<file path="config.mk">
export PLATFORM = sky130hd
export DESIGN_NAME = serial_comp_flat
export DESIGN_NICKNAME = d
export VERILOG_FILES = /design/src/rtl/serial_comp_if.sv /design/src/rtl/serial_comp.sv /design/src/flat_wrapper.sv
export SDC_FILE = /design/constraint.sdc
export NUM_CORES = 1
export LEC_CHECK = 0
export ABC_AREA = 1
export BUFFER_PORTS_ARGS = -buffer_cell sky130_fd_sc_hd__buf_2
export CAP_MARGIN = 20
export CORE_UTILIZATION = 60
export CTS_BUF_LIST = sky130_fd_sc_hd__clkbuf_8
export DETAILED_ROUTE_END_ITERATION = 16
export PLACE_DENSITY = 0.86
export SYNTH_ARGS = -nofsm -noshare
export SYNTH_HDL_FRONTEND = slang
export SYNTH_SLANG_ARGS = --single-unit
</file>
<file path="constraint.sdc">
create_clock -name clock -period 3.3 [get_ports clock]
set_input_delay 0.165 -clock clock [delete_from_list [all_inputs] [get_ports clock]]
set_output_delay 0.165 -clock clock [all_outputs]
set_load 0.02 [all_outputs]
</file>
<file path="src/rtl/serial_comp_if.sv">
// Handshake and operand/result bundle for serial_comp.
//   start, A, B, is_signed : request side, driven by the master
//   in_ready, busy, done   : status, driven by the comparator
//   EQ, GT, LT             : held result of the most recent compare
interface serial_comp_if #(
  parameter int unsigned WIDTH = 32
);
  logic             start;
  logic [WIDTH-1:0] A;
  logic [WIDTH-1:0] B;
  logic             is_signed;
  logic             in_ready;
  logic             busy;
  logic             done;
  logic             EQ;
  logic             GT;
  logic             LT;

  modport master (
    output start, A, B, is_signed,
    input  in_ready, busy, done, EQ, GT, LT
  );

  modport slave (
    input  start, A, B, is_signed,
    output in_ready, busy, done, EQ, GT, LT
  );
endinterface

</file>
<file path="src/rtl/serial_comp.sv">
// Serial magnitude comparator: walks the operands two bits per cycle, MSB pair
// first, and reports A==B / A>B / A<B after WIDTH/2 cycles.
//   clock : rising-edge system clock
//   reset : asynchronous, active-low
//   bus   : serial_comp_if slave (start/operands in, status and result out)
// Status outputs decode straight from the state register; results are
// registered and held until the next compare completes.
module serial_comp #(
  parameter int unsigned WIDTH = 32
) (
  input logic           clock,
  input logic           reset,
  serial_comp_if.slave  bus
);

  localparam int unsigned Pairs = WIDTH / 2;
  localparam int unsigned IdxW  = (Pairs > 1) ? $clog2(Pairs) : 1;
  localparam logic [IdxW-1:0] TopIdx = IdxW'(Pairs - 1);

  typedef enum logic [1:0] {StIdle, StRun, StDone} state_e;

  state_e           state_q;
  logic [WIDTH-1:0] a_q, b_q;
  logic             signed_q;
  logic             eq_acc_q, gt_acc_q;
  logic [IdxW-1:0]  idx_q;
  logic             eq_q, gt_q, lt_q;

  logic [WIDTH-1:0] a_shift, b_shift;
  logic [1:0]       a_pair, b_pair;
  logic             eq_next, gt_next;

  // Current pair; for signed compares the sign bits are flipped so that a plain
  // unsigned compare of the top pair orders negatives below positives.
  always_comb begin
    a_shift = a_q >> {idx_q, 1'b0};
    b_shift = b_q >> {idx_q, 1'b0};
    a_pair  = a_shift[1:0];
    b_pair  = b_shift[1:0];
    if (signed_q && (idx_q == TopIdx)) begin
      a_pair[1] = ~a_pair[1];
      b_pair[1] = ~b_pair[1];
    end
    eq_next = eq_acc_q & (a_pair == b_pair);
    gt_next = gt_acc_q | (eq_acc_q & (a_pair > b_pair));
  end

  always_ff @(posedge clock or negedge reset) begin
    if (!reset) begin
      state_q  <= StIdle;
      a_q      <= '0;
      b_q      <= '0;
      signed_q <= 1'b0;
      eq_acc_q <= 1'b0;
      gt_acc_q <= 1'b0;
      idx_q    <= '0;
      eq_q     <= 1'b0;
      gt_q     <= 1'b0;
      lt_q     <= 1'b0;
    end else begin
      unique case (state_q)
        StIdle: begin
          if (bus.start) begin
            a_q      <= bus.A;
            b_q      <= bus.B;
            signed_q <= bus.is_signed;
            eq_acc_q <= 1'b1;
            gt_acc_q <= 1'b0;
            idx_q    <= TopIdx;
            state_q  <= StRun;
          end
        end
        StRun: begin
          eq_acc_q <= eq_next;
          gt_acc_q <= gt_next;
          if (idx_q == '0) begin
            // Last pair: publish the final flags as the held result.
            eq_q    <= eq_next;
            gt_q    <= gt_next;
            lt_q    <= ~eq_next & ~gt_next;
            state_q <= StDone;
          end else begin
            idx_q <= idx_q - 1'b1;
          end
        end
        StDone: state_q <= StIdle;
        default: state_q <= StIdle;
      endcase
    end
  end

  assign bus.in_ready = (state_q == StIdle);
  assign bus.busy     = (state_q == StRun);
  assign bus.done     = (state_q == StDone);
  assign bus.EQ       = eq_q;
  assign bus.GT       = gt_q;
  assign bus.LT       = lt_q;

endmodule

</file>
<file path="src/flat_wrapper.sv">
// flat-port wrapper written by rule: the top's interface ports become plain ports
module serial_comp_flat 
#(
  parameter int unsigned WIDTH = 32
)
  (clock, reset, bus_start, bus_A, bus_B, bus_is_signed, bus_in_ready, bus_busy, bus_done, bus_EQ, bus_GT, bus_LT);
  serial_comp_if #(.WIDTH(WIDTH)) bus_i ();
  input logic clock;
  input logic reset;
  input wire logic [$bits(bus_i.start)-1:0] bus_start;
  input wire logic [$bits(bus_i.A)-1:0] bus_A;
  input wire logic [$bits(bus_i.B)-1:0] bus_B;
  input wire logic [$bits(bus_i.is_signed)-1:0] bus_is_signed;
  output wire logic [$bits(bus_i.in_ready)-1:0] bus_in_ready;
  output wire logic [$bits(bus_i.busy)-1:0] bus_busy;
  output wire logic [$bits(bus_i.done)-1:0] bus_done;
  output wire logic [$bits(bus_i.EQ)-1:0] bus_EQ;
  output wire logic [$bits(bus_i.GT)-1:0] bus_GT;
  output wire logic [$bits(bus_i.LT)-1:0] bus_LT;
  assign bus_i.start = bus_start;
  assign bus_i.A = bus_A;
  assign bus_i.B = bus_B;
  assign bus_i.is_signed = bus_is_signed;
  assign bus_in_ready = bus_i.in_ready;
  assign bus_busy = bus_i.busy;
  assign bus_done = bus_i.done;
  assign bus_EQ = bus_i.EQ;
  assign bus_GT = bus_i.GT;
  assign bus_LT = bus_i.LT;
  serial_comp #(.WIDTH(WIDTH)) u_core (.clock(clock), .reset(reset), .bus(bus_i));
endmodule
</file>
== Word-level counts from Yosys, hierarchy flattened ==
Cells that the tools add are included.

* Flip-flop bits (word level): 76
* Bits of input ports: 68

* $add $sub $neg: 1
* Magnitude comparators: 1
* Equal/unequal tests: 7
* Shifts and indexed selects: 2
* Mux-type cells: 12
* Bitwise operators: 8
* Reduce and logical (&&, ||, !) cells: 9

{| class="wikitable"
|+ Operators by type and width
! kind !! number
|-
| right shift 32 x 5 -> 2 bit || 2
|-
| two-way mux 4 bit || 2
|-
| one-hot mux 4 bit (2 select lines) || 1
|-
| AND reduction 2 bit || 4
|-
| equality test 4 bit (second input constant) || 1
|-
| zero test 4 bit || 1
|-
| two-way mux 1 bit || 4
|-
| two-way mux 2 bit || 2
|-
| != test 2 bit (second input constant) || 2
|-
| NOT 1 bit || 4
|-
| one-hot mux 1 bit (2 select lines) || 2
|-
| one-hot mux 2 bit (2 select lines) || 1
|-
| subtractor 4 x 1 -> 4 bit (second input constant) || 1
|-
| bitwise AND 1 bit || 3
|-
| AND reduction 3 bit || 1
|-
| equality test 2 x 1 -> 1 bit (second input constant) || 1
|-
| equality test 2 bit || 1
|-
| equality test 2 bit (second input constant) || 1
|-
| > comparator 2 bit || 1
|-
| zero test 2 bit || 1
|-
| != test 2 x 1 -> 1 bit (second input constant) || 1
|-
| nonzero test 2 bit || 1
|-
| logical AND 1 bit || 1
|-
| OR 1 bit || 1
|}

== Longest topological paths before layout ==
* Depth after elaboration: 8
* Gate-level depth with buffers: 20
* Gate-level depth less buffers: 18

== Worst setup path before layout ==
No wires, ideal clock.

* Path kind: register -> register
* From: register u_core.idx_q[0]
* To: register u_core.lt_q (netlist: u_core.bus.LT)
* Arrival: 1.918 ns
* Required time: 3.187 ns
* Path slack: 1.269 ns
* Stages on the path, launching flop included: 18
* Period minus slack after synthesis: 2.031 ns
* Path through: dfrtp_1 -> buf_6 -> buf_4 -> nor2_1 -> nor2_1 -> nand2_1 -> nand3_1 -> nand3_1 -> nand2_1 -> nand2_1 -> nand2_1 -> ha_1 -> nand2_1 -> nand2_1 -> o21ai_0 -> nand2_1 -> nand2_1 -> inv_1

* Cells in the longest elaborated chain, start to end: 8
* Elaborated cells between the ends (all ways): 18
* Classes of those cells: order compare: 1; eq/ne: 2; shift: 2; mux: 2; bitwise: 8; reduce/logical: 3

{| class="wikitable"
|+ RTL lines
! element !! RTL line !! RTL
|-
| from (decl) || serial_comp.sv:26 || <nowiki>logic [IdxW-1:0] idx_q;</nowiki>
|-
| from (signal assigned) || serial_comp.sv:69 || <nowiki>idx_q <= TopIdx;</nowiki>
|-
| from (signal assigned) || serial_comp.sv:83 || <nowiki>idx_q <= idx_q - 1'b1;</nowiki>
|-
| right shift 32 x 5 -> 2 bit, or another cell as far along || serial_comp.sv:36 || <nowiki>a_shift = a_q >> {idx_q, 1'b0};</nowiki>
|-
| NOT 1 bit, or another cell as far along || serial_comp.sv:41 || <nowiki>a_pair[1] = ~a_pair[1];</nowiki>
|-
| two-way mux 1 bit || serial_comp.sv:40 || <nowiki>if (signed_q && (idx_q == TopIdx)) begin</nowiki>
|-
| > comparator 2 bit || serial_comp.sv:45 || <nowiki>gt_next = gt_acc_q | (eq_acc_q & (a_pair > b_pair));</nowiki>
|-
| bitwise AND 1 bit || serial_comp.sv:45 ||
|-
| OR 1 bit || serial_comp.sv:45 ||
|-
| NOT 1 bit || serial_comp.sv:80 || <nowiki>lt_q <= ~eq_next & ~gt_next;</nowiki>
|-
| bitwise AND 1 bit || serial_comp.sv:80 ||
|-
| to (signal assigned) || serial_comp.sv:80 ||
|-
| to (decl) || serial_comp.sv:27 || <nowiki>logic eq_q, gt_q, lt_q;</nowiki>
|}

Parallel ways exist; a longest one is shown, timed or not.
A chain may end at the register's enable or synchronous reset.

== Final worst setup path ==
Same ends and word-level chain as after synthesis.

==> impl_metrics.env <==
export IMPL_yosysWarnings=0
export IMPL_ff2ff_setup_slack_ps=620
export IMPL_clk_pin_slew_worst_paths_ps=80
export IMPL_holdCritStartpoint="bus_B[6]"
export IMPL_grt_pass1_vias=3158
export IMPL_rr_startpoint="u_core.idx_q[0]"
export IMPL_fillCellCount=495
export IMPL_fin_cells=634
export IMPL_cts_made_buffers=9
export IMPL_viasPerCell=5.150
export IMPL_synth_area_sq_mm=0.003747
export IMPL_cp_data_required_time_ps=3540
export IMPL_syn_num_nets=561
export IMPL_dp_cells=615
export IMPL_cts_resized=0
export IMPL_postRouteAntennaNets=0
export IMPL_syn_inst=488
export IMPL_p_total_mw=4.084
export IMPL_htreeDepth=3
export IMPL_arrival_ps=2930
export IMPL_synthDistinctLibCells=25
export IMPL_drt_iter0_drc=283
export IMPL_slowest_stage="dfrtp_1"
export IMPL_grt_max_degree=77
export IMPL_worstHoldEndpoint="u_core.b_q[6]"
export IMPL_vias=3265
export IMPL_rows=28
export IMPL_dieWidth_um=81.03
export IMPL_start_kind="register"
export IMPL_worstPathMaxFanout=21
export IMPL_critPathMaxStageDelay_ps=740
export IMPL_p_per_area_mw_per_mm2=952.4
export IMPL_dieHeight_um=81.03
export IMPL_ir_worst_vdd_v=0.0004652
export IMPL_grt_util_all_layers=0.2724
export IMPL_drv_cap=0
export IMPL_synth_seq_cells=76
export IMPL_holdPathStages=3
export IMPL_numPortBuffers=73
export IMPL_power_leakage_nw=2.349
export IMPL_gp_congestion=0.8530
export IMPL_finalHoldViolCount=0
export IMPL_tritoncts="built"
export IMPL_reg2regPathDepth=15
export IMPL_start_util=0.6292
export IMPL_clock_path_buffers=2
export IMPL_critical_path_class="register to register"
export IMPL_period_needed_ps=2683
export IMPL_hpwl_um=5432
export IMPL_fp_coreArea_sq_mm=0.005956
export IMPL_regToRegEndpoint="u_core.bus.LT"
export IMPL_fin_setup_tns_ps=0
export IMPL_drc=0
export IMPL_finClkSkew_ps=4.082
export IMPL_cp_common_cell="nand2_1"
export IMPL_maxSlewViolCount=0
export IMPL_grt_overflow=0
export IMPL_antenna_found_initial=0
export IMPL_slew_headroom=0.3834
export IMPL_outcome="finished, final reports clean"
export IMPL_endpoint_kind="register"
export IMPL_antenna_cells=0
export IMPL_crit_chain="buf_4, nand2_1, nand3_1, nand3_1, nand3_1, nand2_1, nand2_1, nand2_1, ha_1, nand2_1, nand2_1, o21ai_0, nand2_1, nand2_1, inv_1"
export IMPL_drt_wl_total_um=8116
export IMPL_numClockSinks=76
export IMPL_avgSynthCellArea_sq_um=7.679
export IMPL_max_freq_ghz=0.3727
export IMPL_post_route_period_util=0.8132
export IMPL_clock_root_buffer="clkbuf_8"
export IMPL_num_io_pins=74
export IMPL_wire_per_inst_um=12.80
export IMPL_yosysSeqAreaShare=0.5075
export IMPL_dr_pass1_iters=4
export IMPL_nets=627
export IMPL_rsz0062_at_grt="false"
export IMPL_die_area_sq_mm=0.006566
export IMPL_fin_util=0.7200
export IMPL_grt_first_pass_wirelength_um=13480
export IMPL_setup_violations=0
export IMPL_hold_class="input port to register"
export IMPL_max_slew_worst_pin_slew_ps=924.9
export IMPL_crit_buf_inv=2
export IMPL_critPathTopFamily="simple AND/OR/NAND/NOR gates"
export IMPL_clock_latency_ps=340
export IMPL_drive_above_1_share=0.1807
export IMPL_syn_to_final_growth_pct=14.42
## cell usage in the layout, fill, tap and decap left out, drive strengths merged
cell type,n
nand2,202
o21ai,51
a22oi,1
o211ai,3
inv,50
buf,77
a31oi,1
clkbuf,9
ha,5
clkinv,5
dlygate4sd3,3
bufinv,1
o22ai,6
nand3,30
o21a,1
nor2,37
a21oi,1
dfrtp,76
## through the flow
step / hold WS, ps / area (sq um) / worst slack, ps
2_1_floorplan: -130.6 / 3747 / 1269
3_3_place_gp: 356.0 / 4075 / 793.1
3_5_place_dp: 362.7 / 4075 / 634.7
4_1_cts: 1.103 / 4278 / 621.0
5_1_grt: 5.645 / 4288 / 342.8
6_report: 8.331 / 4288 / 616.5
## cells in the mapped netlist
master / number / share of area
clkbuf_1: 3 / 0.0030
nand3_2: 1 / 0.0027
o21ai_1: 7 / 0.0093
inv_1: 46 / 0.046
o22ai_1: 6 / 0.010
a21oi_1: 1 / 0.0013
o21ai_0: 43 / 0.057
nand2_2: 1 / 0.0017
a31oi_1: 1 / 0.0017
nand2_1: 201 / 0.20
buf_6: 6 / 0.018
a22oi_1: 1 / 0.0020
dfrtp_1: 76 / 0.51
nor2_1: 34 / 0.034
inv_6: 1 / 0.0023
buf_4: 7 / 0.014
nor2_4: 2 / 0.0060
nand3_1: 29 / 0.039
ha_1: 5 / 0.017
o211ai_1: 3 / 0.0060
inv_2: 2 / 0.0020
buf_2: 9 / 0.012
nor2_2: 1 / 0.0017
o21a_1: 1 / 0.0020
o21ai_2: 1 / 0.0023
## report_power, final
group          switching [mW]  internal (mW)
clock network           0.333          0.340
logic                    1.16          0.645
registers               0.242           1.36
## logic make-up after synthesis
group,share of synthesized area
AOI/OAI and AO/OA,0.09216
adders and majority gates,0.01669
buffers and inverters,0.09750
DFF,0.5075
and+or+nand+nor,0.2861
## registers in the layout, summed over array words and instances (netlist names)
name	count
u_core.b_q	32
u_core.bus.GT	1
u_core.a_q	32
u_core.eq_acc_q	1
u_core.bus.EQ	1
u_core.gt_acc_q	1
u_core.idx_q	4
u_core.signed_q	1
u_core.state_q	2
u_core.bus.LT	1
## worst register-to-register path, cell delays in order (launching register included)
cell	delay, ps
dfrtp_1	740
buf_4	360
nand2_1	90
nand3_1	90
nand3_1	80
nand3_1	110
nand2_1	50
nand2_1	50
nand2_1	60
ha_1	300
nand2_1	110
nand2_1	50
o21ai_0	250
nand2_1	110
nand2_1	90
inv_1	40
## routing by layer
metal,global-route usage,share of wire,vias up
met5,0,0,-
met4,0.1143,0.013,0
met3,0.05843,0.053,11
met2,0.4496,0.48,100
met1,0.3472,0.45,1512
li1,-,-,1642
## what timing repair did
item,4_1_cts,5_1_grt
hold buffers,2,1
setup buffers,0,0
endpoints found under the hold margin,18,1
## layout make-up
cell class / count / area (sq um) / area share
Tap cell: 75 / 93.84 / 0.02189
Inverter: 49 / 188.9 / 0.04406
Timing Repair Buffer: 80 / 440.4 / 0.1027
Clock inverter: 7 / 58.81 / 0.01371
Clock buffer: 9 / 123.9 / 0.02889
Sequential cell: 76 / 1902 / 0.4435
Multi-Input combinational cell: 338 / 1480 / 0.3452
## how the worst max path moves through the flow
stage                               start            end  slack, ps  depth (start not counted)
after global routing      u_core.idx_q[0]  u_core.bus.LT        340                         15
final                     u_core.idx_q[0]  u_core.bus.LT        620                         15
after global placement    u_core.idx_q[0]  u_core.bus.LT        790                         15
after floorplan           u_core.idx_q[0]  u_core.bus.LT       1270                         17
after detailed placement  u_core.idx_q[0]  u_core.bus.LT        630                         15
after CTS                 u_core.idx_q[0]  u_core.bus.LT        620                         15
Note: power is estimated with default switching activity, not from simulation.
